## config.mk

```make
export PLATFORM = sky130hd
export DESIGN_NAME = speck_iter_encrypt
export DESIGN_NICKNAME = d
export VERILOG_FILES = /design/src/rtl/speck_iter_encrypt_pkg.sv /design/src/rtl/speck_round_fn.sv /design/src/rtl/speck_iter_encrypt.sv
export SDC_FILE = /design/constraint.sdc
export NUM_CORES = 1
export LEC_CHECK = 0
export BUFFER_PORTS_ARGS = -buffer_cell sky130_fd_sc_hd__buf_2
export CAP_MARGIN = 5
export CORE_MARGIN = 3
export CORE_UTILIZATION = 40
export CTS_CLUSTER_DIAMETER = 150
export DETAILED_ROUTE_END_ITERATION = 10
export SLEW_MARGIN = 20
export SYNTH_ARGS = -nofsm -noshare
export SYNTH_HDL_FRONTEND = slang
export SYNTH_HIERARCHICAL = 1
export SYNTH_SLANG_ARGS = --single-unit
```

## constraint.sdc

```tcl
create_clock -name clk -period 4.2 [get_ports clk]
set_input_delay 0.84 -clock clk [delete_from_list [all_inputs] [get_ports clk]]
set_output_delay 0.84 -clock clk [all_outputs]
set_load 0.03 [all_outputs]
```

## src/rtl/speck_iter_encrypt_pkg.sv

```systemverilog
// -----------------------------------------------------------------------------
// speck_iter_encrypt_pkg
// Shared settings for the iterative SPECK-128/128 encryptor: word width,
// rotate constants, default round count, debug field widths, the state
// encoding and the rotate helpers used by the round function.
// -----------------------------------------------------------------------------
package speck_iter_encrypt_pkg;

   localparam int unsigned WORD_W        = 64;
   localparam int unsigned ALPHA         = 8;
   localparam int unsigned BETA          = 3;
   localparam int unsigned NR_ROUNDS_DEF = 32;
   localparam int unsigned CTR_W         = 6;
   localparam int unsigned STATE_W       = 4;

   // State encoding is visible on state_response, so the values are fixed.
   typedef enum logic [STATE_W-1:0] {
      ST_IDLE = 4'd0,
      ST_RUN  = 4'd1,
      ST_DONE = 4'd2
   } state_e;

   // Rotate right by a constant amount within one word.
   function automatic logic [WORD_W-1:0] ror_w(input logic [WORD_W-1:0] v,
                                               input int unsigned       amt);
      return (v >> amt) | (v << (WORD_W - amt));
   endfunction

   // Rotate left by a constant amount within one word.
   function automatic logic [WORD_W-1:0] rol_w(input logic [WORD_W-1:0] v,
                                               input int unsigned       amt);
      return (v << amt) | (v >> (WORD_W - amt));
   endfunction

endpackage

```

## src/rtl/speck_round_fn.sv

```systemverilog
// -----------------------------------------------------------------------------
// speck_round_fn
// Purely combinational SPECK round function f(a, b, c):
//    a' = (ROR(a, ALPHA) + b) ^ c      (addition modulo 2^64)
//    b' = ROL(b, BETA) ^ a'
// Used once for the data path (a=x, b=y, c=round key) and once for the key
// schedule (a=l, b=k, c=round index).
// Ports:
//    a_i, b_i, c_i : 64-bit inputs
//    a_o, b_o      : 64-bit results
// -----------------------------------------------------------------------------
module speck_round_fn
   import speck_iter_encrypt_pkg::*;
(
   input  logic [WORD_W-1:0] a_i,
   input  logic [WORD_W-1:0] b_i,
   input  logic [WORD_W-1:0] c_i,
   output logic [WORD_W-1:0] a_o,
   output logic [WORD_W-1:0] b_o
);

   assign a_o = (ror_w(a_i, ALPHA) + b_i) ^ c_i;
   assign b_o = rol_w(b_i, BETA) ^ a_o;

endmodule

```

## src/rtl/speck_iter_encrypt.sv

```systemverilog
// -----------------------------------------------------------------------------
// speck_iter_encrypt
// Iterative SPECK-128/128 encryptor: one data round and one key-schedule
// round per clock, NR_ROUNDS rounds per block, block-level start/finished
// handshake.
// Ports:
//    clk            : rising-edge clock
//    rst            : synchronous active-high reset
//    signal_start   : encrypt request, only looked at in IDLE
//    plaintext      : [127:64] x word, [63:0] y word (captured on accept)
//    key            : [127:64] k0, [63:0] l0 (captured on accept)
//    ciphertext     : result, same layout as plaintext, held until the next
//                     encryption completes
//    finished       : one-cycle pulse when ciphertext becomes valid
//    busy           : high in RUN and DONE
//    round_ctr      : index of the round being executed (debug)
//    state_response : current state encoding (debug)
// -----------------------------------------------------------------------------
module speck_iter_encrypt
   import speck_iter_encrypt_pkg::*;
#(
   parameter int unsigned NR_ROUNDS = NR_ROUNDS_DEF
)(
   input  logic                 clk,
   input  logic                 rst,
   input  logic                 signal_start,
   input  logic [2*WORD_W-1:0]  plaintext,
   input  logic [2*WORD_W-1:0]  key,
   output logic [2*WORD_W-1:0]  ciphertext,
   output logic                 finished,
   output logic                 busy,
   output logic [CTR_W-1:0]     round_ctr,
   output logic [STATE_W-1:0]   state_response
);

   localparam logic [CTR_W-1:0] LAST_CTR = CTR_W'(NR_ROUNDS - 1);

   state_e                state_q, state_d;
   logic [WORD_W-1:0]     x_q, x_d, y_q, y_d;
   logic [WORD_W-1:0]     k_q, k_d, l_q, l_d;
   logic [CTR_W-1:0]      ctr_q, ctr_d;
   logic [2*WORD_W-1:0]   ct_q, ct_d;
   logic                  fin_q, fin_d;
   logic                  busy_q, busy_d;

   logic [WORD_W-1:0]     x_rnd, y_rnd, l_rnd, k_rnd;
   logic [WORD_W-1:0]     round_idx;

   // The key schedule mixes in the round index, zero-extended to a word.
   assign round_idx = {{(WORD_W-CTR_W){1'b0}}, ctr_q};

   // Data round always consumes the key from before this cycle's key update.
   speck_round_fn u_data_rnd (
      .a_i (x_q),
      .b_i (y_q),
      .c_i (k_q),
      .a_o (x_rnd),
      .b_o (y_rnd)
   );

   speck_round_fn u_key_rnd (
      .a_i (l_q),
      .b_i (k_q),
      .c_i (round_idx),
      .a_o (l_rnd),
      .b_o (k_rnd)
   );

   // Next-state, datapath load/update and registered-output logic.
   always_comb begin
      state_d = state_q;
      x_d     = x_q;
      y_d     = y_q;
      k_d     = k_q;
      l_d     = l_q;
      ctr_d   = ctr_q;
      ct_d    = ct_q;

      case (state_q)
         ST_IDLE: begin
            if (signal_start) begin
               state_d = ST_RUN;
               x_d     = plaintext[2*WORD_W-1:WORD_W];
               y_d     = plaintext[WORD_W-1:0];
               k_d     = key[2*WORD_W-1:WORD_W];
               l_d     = key[WORD_W-1:0];
               ctr_d   = {CTR_W{1'b0}};
            end else begin
               state_d = ST_IDLE;
            end
         end
         ST_RUN: begin
            x_d = x_rnd;
            y_d = y_rnd;
            if (ctr_q == LAST_CTR) begin
               // Final round: the key expansion result is not needed.
               state_d = ST_DONE;
               ct_d    = {x_rnd, y_rnd};
            end else begin
               state_d = ST_RUN;
               k_d     = k_rnd;
               l_d     = l_rnd;
               ctr_d   = ctr_q + 6'd1;
            end
         end
         ST_DONE: begin
            state_d = ST_IDLE;
         end
         default: begin
            state_d = ST_IDLE;
         end
      endcase

      // Status outputs are registered copies of where the FSM is going.
      fin_d  = (state_d == ST_DONE);
      busy_d = (state_d != ST_IDLE);
   end

   // State, datapath and output registers with synchronous reset.
   always_ff @(posedge clk) begin
      if (rst) begin
         state_q <= ST_IDLE;
         x_q     <= {WORD_W{1'b0}};
         y_q     <= {WORD_W{1'b0}};
         k_q     <= {WORD_W{1'b0}};
         l_q     <= {WORD_W{1'b0}};
         ctr_q   <= {CTR_W{1'b0}};
         ct_q    <= {(2*WORD_W){1'b0}};
         fin_q   <= 1'b0;
         busy_q  <= 1'b0;
      end else begin
         state_q <= state_d;
         x_q     <= x_d;
         y_q     <= y_d;
         k_q     <= k_d;
         l_q     <= l_d;
         ctr_q   <= ctr_d;
         ct_q    <= ct_d;
         fin_q   <= fin_d;
         busy_q  <= busy_d;
      end
   end

   assign ciphertext     = ct_q;
   assign finished       = fin_q;
   assign busy           = busy_q;
   assign round_ctr      = ctr_q;
   assign state_response = state_q;

endmodule

```

# == After elaboration in Yosys (flattened, before gate mapping) ==
# Index checks and enable logic that the tools add are counted.
# classes
n_addsub,3
n_eq_ne,5
mux,16
n_bitwise,8
n_reduce_logical,6
# op_table
cell,n
$pmux 64 s2,4
$mux 64,6
$xor 64x64->64,3
$add 64x64->64,2
$or 56x64->64,2
$or 64x3->64,2
$xor 64x6->64,1
$mux 6,2
$pmux 6 s2,1
$pmux 4 s2,1
$add 6x1->6 const B,1
$eq 6x5->1 const B,1
$eq 4x1->1 const B,1
$eq 4x2->1 const B,1
$logic_not 4->1,1
$ne 2x2->1 const B,2
$reduce_and 2->1,2
$reduce_bool 4->1,1
$reduce_and 3->1,1
$mux 2,1
$reduce_bool 2->1,1
$mux 1,1
# totals
reg_bits,396
inputBits,259
out_inout_bits,140
elab_cells,47

# == Longest topological paths before layout ==
# Gate-level depths: netlist of run 1.
# logic_depth
depth_word,6
ltp_mapped,15
depth_no_buf,15

# == By module ==
# The synthesis of run 1 kept the hierarchy.
# by_module_without_submodules
module,n_inst,cells_each,area_each_um2,seq_area_each_um2
speck_iter_encrypt,1,2177,16723.5,7887.6
speck_round_fn,2,697,5067.4,0.0

# == Worst setup path before layout of run 1 ==
# Ideal clock, no wire load.
# synth_timing
path_kind,register to register
startpoint,register y_q[0]
endpoint,register y_q[62]
setup_time_ps,78
t_arrival_ps,3253
required_ps,4122
setup_slack_ps,869
stages_incl_launch_ff,16
path_buffers,0
period_less_slack_ps,3331
path_cell_list,dfxtp_1 ha_1 inv_1 fa_1 and2b_1 o2111ai_2 a2111oi_4 nor4_2 o31ai_4 nand3_2 and2_4 a311o_1 xor2_1 a2bb2oi_1 nor2_1 nor3_1
# synth_via
elab_chain_cells,4
# synth_lines
element,line,rtl
"start, declared",speck_iter_encrypt.sv:39,"logic [WORD_W-1:0] x_q, x_d, y_q, y_d;"
"start signal, assigned",speck_iter_encrypt.sv:124,y_q <= {WORD_W{1'b0}};
"start signal, assigned",speck_iter_encrypt.sv:134,y_q <= y_d;
$add 64x64->64,speck_round_fn.sv:22,"assign a_o = (ror_w(a_i, ALPHA) + b_i) ^ c_i;"
$xor 64x64->64,speck_round_fn.sv:22,
named net x_rnd[62],speck_iter_encrypt.sv:46,"logic [WORD_W-1:0] x_rnd, y_rnd, l_rnd, k_rnd;"
$xor 64x64->64,speck_round_fn.sv:23,"assign b_o = rol_w(b_i, BETA) ^ a_o;"
named net y_rnd[62],speck_iter_encrypt.sv:46,
$pmux 64 s2,speck_iter_encrypt.sv:79,case (state_q)
# The timed path passes the listed nets, and every way through them passes these cells.
# A chain may end at the register's enable or synchronous reset.

# == Worst setup path in the final report of run 1 ==
# layout_timing
startpoint,register y_q[24]
endpoint,register y_q[51]
# The elaborated chain is that of the path after synthesis.

==> results of run 1 <==
-- worst max-delay path: stages, from the launching register on --
cell	delay, ps
dfxtp_1	410
ha_1	350
a21oi_1	260
o21a_1	210
a2bb2oi_1	430
o211ai_1	300
a211oi_2	410
nor2_1	190
a41oi_1	400
xnor2_1	270
xor2_1	250
a2bb2oi_1	200
nor2_1	50
nor3_1	190
-- state kept, by name, summed over array words and instances (netlist names) --
register        flops
y_q                64
ciphertext        128
busy                1
x_q                64
finished            1
l_q                64
round_ctr           6
state_response      2
k_q                64
-- repair_timing --
item	in CTS	in global routing
endpoints found under the hold margin	0	0
setup endpoints to repair	0	12
gates resized for setup	0	2
-- logic make-up (layout without fill, tap and decap cells) --
logic type / Yosys count / after routing / synth area share (%)
fa+ha+maj: 129 / 129 / 6.07
xor+xnor: 382 / 382 / 13.0
simple gates: 1527 / 1527 / 23.7
compound gates: 857 / 857 / 23.4
flops: 394 / 394 / 29.4
other cells: 1 / 61 / 0.0140
buf+inv: 281 / 581 / 4.48
-- metal layers --
| layer | track usage (%) | share of wire (%) | vias up | wire [um] |
|---|---|---|---|---|
| met5 | 0 | 0 | - | 0 |
| met3 | 3.44 | 6.1 | 143 | 6030 |
| li1 | - | - | 13000 | - |
| met2 | 43.0 | 45 | 830 | 43700 |
| met4 | 7.29 | 2.9 | 0 | 2840 |
| met1 | 38.1 | 46 | 12600 | 45500 |
-- synthesized netlist by cell type, drive strengths merged, types with 10 or more instances --
| library cell | number | area [sq um] |
|---|---|---|
| and3 | 13 | 81.3 |
| o21ai | 90 | 480 |
| a21o | 52 | 390 |
| a2bb2oi | 125 | 1090 |
| a21oi | 305 | 1530 |
| xnor2 | 184 | 1630 |
| dfxtp | 394 | 7890 |
| and2 | 17 | 111 |
| o21bai | 27 | 203 |
| ha | 127 | 1590 |
| a311oi | 128 | 1440 |
| nor3 | 151 | 766 |
| nand3 | 35 | 185 |
| nand4 | 39 | 244 |
| buf | 108 | 553 |
| a31oi | 18 | 128 |
| nor2 | 582 | 2180 |
| nand2 | 634 | 2380 |
| xnor3 | 10 | 225 |
| inv | 32 | 120 |
| o21a | 18 | 135 |
| a211oi | 13 | 97.6 |
| clkbuf | 141 | 529 |
| nor2b | 14 | 87.6 |
| o31ai | 11 | 138 |
| xor2 | 188 | 1650 |
-- metrics by stage --
step           std cells  util, %
2_1_floorplan       3630        -
3_3_place_gp        4706     45.0
3_5_place_dp        4706     45.0
4_1_cts             4793     47.5
5_1_grt             4795     47.6
6_report            4795     47.6
-- where the power goes --
group / switching [mW] / total (mW) / leakage (nW) / internal, mW
sequential: 0.399 / 4.48 / 3.25 / 4.08
clock: 1.75 / 4.39 / 0.811 / 2.64
combinational: 3.53 / 6.07 / 9.79 / 2.53
total: 5.68 / 14.9 / 13.8 / 9.26
-- worst max path at each step --
stage	to	slack [ps]	cells after the start
floorplan	y_q[62]$_SDFFE_PP0P_	870	15
global placement	y_q[51]$_SDFFE_PP0P_	50	13
detailed placement	y_q[51]$_SDFFE_PP0P_	40	13
CTS	y_q[51]$_SDFFE_PP0P_	30	13
global route	y_q[51]$_SDFFE_PP0P_	20	13
finish	y_q[51]$_SDFFE_PP0P_	190	13
-- cell type report --
class | count | share of cell area [%]
Multi-Input combinational cell | 2955 | 57.4
Antenna cell | 1 | 0.00796
Tap cell | 864 | 3.44
Timing Repair Buffer | 462 | 8.38
Clock buffer | 64 | 4.33
Clock inverter | 23 | 0.935
Inverter | 32 | 0.390
Sequential cell | 394 | 25.1
==> results.md, run 1 <==
* PwrDens at 475 nW/um^2
* Hold Crit Class: register to register
* CP Data Required Time at 4710 ps
* First-pass GRT wire length at 149000 um
* Setup WS pre-CTS at 40.6 ps
* Drt wl/cell at 20.5 um
* Post-synthesis sequential area ratio at between 20 and 30%
* Hold Crit Endpoint: ciphertext[22]$_SDFFE_PP0P_
* Nets at 4280
* Most common cell after layout, fill and taps aside: nand2_1
* Synth-to-Final Area Change at 17.0%
* Ports at about 400
* Max IR drop VDD at between 0.0002 and 0.0003 V
* Worst slew pin tran at roughly 850 ps
* Gp weighted congestion at around 0.95
* Post-route DRC at 0
* Clock root buffer: clkbuf_16
* Std cell rows at between 90 and 100
* CP max FO at 7
* CTS tree: yes
* Status: complete, no violations
* GRT Residual Overflow at 0
* Syn. warnings at 6
* Asr flop ratio synth at 0%
* Clock sink count at 394
* Critical Path Start: y_q[24]$_SDFFE_PP0P_
* Via-to-Cell Ratio at about 5.5
* Final wirelength at between 90000 and 100000 um
* Post-Synthesis Cells at ~3600
* Yosys reg bits at around 390
* EDFF count, synth at 0
* Mean post-synth cell area at 7.52 sq um
* RSZ-0062 raised after global routing: no
* Crit path DAT at about 4500 ps
* Total CTS buffers at between 40 and 50
* DIE HEIGHT at 265 um
* Hold WS at 450 ps
* Tcrit/Tclk final at approximately 96%
* Seq. cell area at just under 8000 sq um
* RR Endpoint: y_q[51]$_SDFFE_PP0P_
* Total power draw at approximately 15 mW
* Insertion delay to the later sink of the worst-skew pair at 600 ps
* Layout cells sized above 1 at between 15 and 20%
* Die ar. at roughly 70000 sq um
* Crit Path Class: register to register
* PnR worst setup slack at 185 ps
* Worst Reg-to-Reg Cells at 13
* Post-layout minimum cycle time at 4010 ps
* Rel. slew slack at ~43%
* Critical path launch point type: register
* Cell Area, Synth at around 27000 sq um
* Hold Path Origin: ciphertext[22]$_SDFFE_PP0P_
* Number of global-route vias before repair at ~25000
* Multi-input logic area at around 18000 sq um
* Dominant synthesized flop cell: dfxtp_1
* R2r setup slk at around 190 ps
* CTS H-tree lvls at 2
* Fill cells at approximately 6900
* Post-route clock skew at between 10 and 15 ps
* Total core area at around 66000 sq um
* Chip width at 265 um
* Worst Hold Path Cells at 2
* MaxCap Viol Count at 0
* Most frequent cells in the layout: nand2_1 (634), nor2_1 (581), buf_2 (394)
* Setup violators final at 0
* Antenna Nets Post-Route at 0
* Starting Density at about two fifths
* Pin count of the biggest net entering global routing at 132
* Dpl cell area at 29700 sq um
* Hold Vio Cnt, Final at 0
* CTS Buffer Depth at 3
* GRT Resource Usage Total at roughly 27%
* Port Buffers at 396
* HPWL after detailed placement at ~75000 um
* Via count at ~27000
* Unique masters post-synth at 78
* CP Capture Type: register
* Clk slew on worst S/H paths at approximately 60 ps
* DRT iter0 DRCs at approximately 2100
* Max Clk Rate at between 200 and 250 MHz
* DR pass1 iterations at 5
* Final Max Slew Viols at 0
* Total setup buffers inserted after CTS at 0
* Hold_buf cts at 0
* Design area at ~31000 sq um
* Initial antenna violation count at 2
* LEAKAGE at 13.8 nW
* Reg-to-reg critical path startpoint: y_q[24]$_SDFFE_PP0P_
* Setup TNS at 0 ps
Power figures use the tool's default switching activity.
==> run 2, diff against run 1 <==
==> constraint.sdc (replaced) <==
create_clock -name clk -period 5 [get_ports clk]
set_input_delay 1 -clock clk [delete_from_list [all_inputs] [get_ports clk]]
set_output_delay 1 -clock clk [all_outputs]
set_load 0.03 [all_outputs]
==> results.md, run 2 (synthesis gave the netlist of run 1 again) <==
* Slowest-stage cell, CP: nor4_1
* Hold Crit Class: register to register
* HPWL after detailed placement at 74700 um (-0.93%)
* Ports at 399 (unchanged)
* Layout cells sized above 1 at 15.4% (-0.89 points)
* Crit path DAT at 4640 ps (+110 ps)
* PnR worst setup slack at 867 ps (+682 ps)
* Reg-to-reg critical path startpoint: y_q[42]$_SDFFE_PP0P_
* Post-route clock skew at 28.9 ps (+14.3 ps)
* Max IR drop VDD at 0.000225 V (-17%)
* Total setup buffers inserted after CTS at 0 (unchanged)
* GRT Residual Overflow at 0 (unchanged)
* RSZ-0062 raised after global routing: no
* CTS H-tree lvls at 2 (unchanged)
* Setup TNS at 0 ps (unchanged)
* Total core area at 66100 sq um (unchanged)
* Hold Vio Cnt, Final at 0 (unchanged)
* Multi-input logic area at 18000 sq um (about the same)
* Tcrit/Tclk final at 82.7% (-13 points)
* Rel. slew slack at 25.9% (-17 points)
* Worst slew pin tran at 1110 ps (+259 ps)
* Post-layout minimum cycle time at 4130 ps (+118 ps)
* Final wirelength at 97200 um (-0.96%)
* Clock root buffer: clkbuf_16
* CP Capture Type: register
* Crit Path Class: register to register
* Seq. cell area at 7900 sq um (unchanged)
* Starting Density at 40.6% (unchanged)
* Non-Filler Instances at 4756 (-0.81%)
* Post-route DRC at 0 (unchanged)
* DIE HEIGHT at 265 um (unchanged)
* Antenna Nets Post-Route at 0 (unchanged)
* Critical path launch point type: register
* Fill cells at 6863 (-0.74%)
* Nets at 4240 (-0.93%)
* CTS tree: yes
* Critical Path Start: y_q[42]$_SDFFE_PP0P_
* Chip width at 265 um (unchanged)
* Final Max Slew Viols at 0 (unchanged)
* Pin count of the biggest net entering global routing at 120 (-9.1%)
* MaxCap Viol Count at 0 (unchanged)
* Clock sink count at 394 (unchanged)
* Most common cell after layout, fill and taps aside: nand2_1
* Die ar. at 70300 sq um (unchanged)
* Insertion delay to the later sink of the worst-skew pair at 600 ps (about the same)
* CP Cell Sequence: ha_1 -> nand4_1 -> nor4_1 -> nand4_1 -> a211oi_1 -> nor3_2 -> o31ai_4 -> a211oi_1 -> xnor2_1 -> xor2_1 -> a2bb2oi_1 -> nor2_1 -> nor3_1
* Dpl cells at 4667 (-0.83%)
* Hold Path Origin: ciphertext[81]$_SDFFE_PP0P_
* Port Buffers at 396 (unchanged)
* Via-to-Cell Ratio at 5.56 (+0.51%)
* CP max stage delay at 530 ps (+100 ps)
* Initial antenna violation count at 2 (unchanged)
* Total power draw at 12.3 mW (-18%)
* GRT Resource Usage Total at 26.6% (-0.28 points)
* DR pass1 iterations at 6 (+1)
* Resized cells post-CTS at 0 (unchanged)
* Hold_buf cts at 0 (unchanged)
* CP Data Required Time at 5510 ps (+800 ps)
* Most frequent cells in the layout: nand2_1 (634), nor2_1 (581), buf_2 (394)
* First-pass GRT wire length at 148000 um (-0.94%)
* Dpl cell area at 29400 sq um (-1.1%)
* Status: complete, no violations
* Drt wl/cell at 20.4 um (-0.14%)
* Post-layout util at 46.9% (-0.68 points)
* Clk slew on worst S/H paths at 60 ps (about the same)
* DRT iter0 DRCs at 2062 (-1.5%)
* Hold WS at 448 ps (-2.37 ps)
* PwrDens at 396 nW/um^2 (-17%)
* LEAKAGE at 13.6 nW (-1.9%)
* Via count at 26500 (-0.31%)
* Max reg flops at 128 (unchanged)
* Setup WS pre-CTS at 995 ps (+955 ps)
* Max Clk Rate at 242 MHz (-2.9%)
* CTS Buffer Depth at 3 (unchanged)
* Gp weighted congestion at 0.935 (-1.5%)
* Setup violators final at 0 (unchanged)
* CP max FO at 7 (unchanged)
* Number of global-route vias before repair at 25100 (-1.1%)
* Total CTS buffers at 47 (unchanged)
* Std cell rows at 94 (unchanged)
* Design area at 31000 sq um (-1.4%)
* Synth-to-Final Area Change at 15.4%
-- run 2: area by class of cell --
cell class	instances	area share, %
flip-flops and latches	394	25.5
clock buffers	63	4.35
repair buffers	422	7.39
clock inverters	25	0.707
inverters	32	0.396
diodes	1	0.00808
multi-input cells	2955	58.2
well taps	864	3.49
-- run 2: routing by layer --
layer	up-vias	global-route usage (%)	share of wire (%)
li1	12900	-	-
met1	12500	37.6	47
met2	847	42.0	44
met3	152	3.65	6.1
met4	0	8.11	2.9
met5	-	0	0
-- run 2: worst max-delay path: cells and delay by family (launching register included) --
family / cells / cell delay, ps
and+or+nand+nor: 6 / 1410
adders and majority gates: 1 / 450
DFF: 1 / 340
xor gates and xnor gates: 2 / 700
AOI/OAI and AO/OA: 4 / 1140
-- run 2: final timing paths --
| kind | slack (ps) | cells past startpoint | to |
|---|---|---|---|
| max | 870 | 13 | y_q[60]$_SDFFE_PP0P_ |
| min | 450 | 2 | ciphertext[81]$_SDFFE_PP0P_ |
| max reg2reg | 870 | 13 | y_q[60]$_SDFFE_PP0P_ |
| min reg2reg | 450 | 2 | ciphertext[81]$_SDFFE_PP0P_ |
-- run 2: report_power, final --
part	switching (mW)	internal, mW
Clock	1.49	2.01
Sequential	0.372	3.43
Combinational	2.94	2.04
Total	4.79	7.48
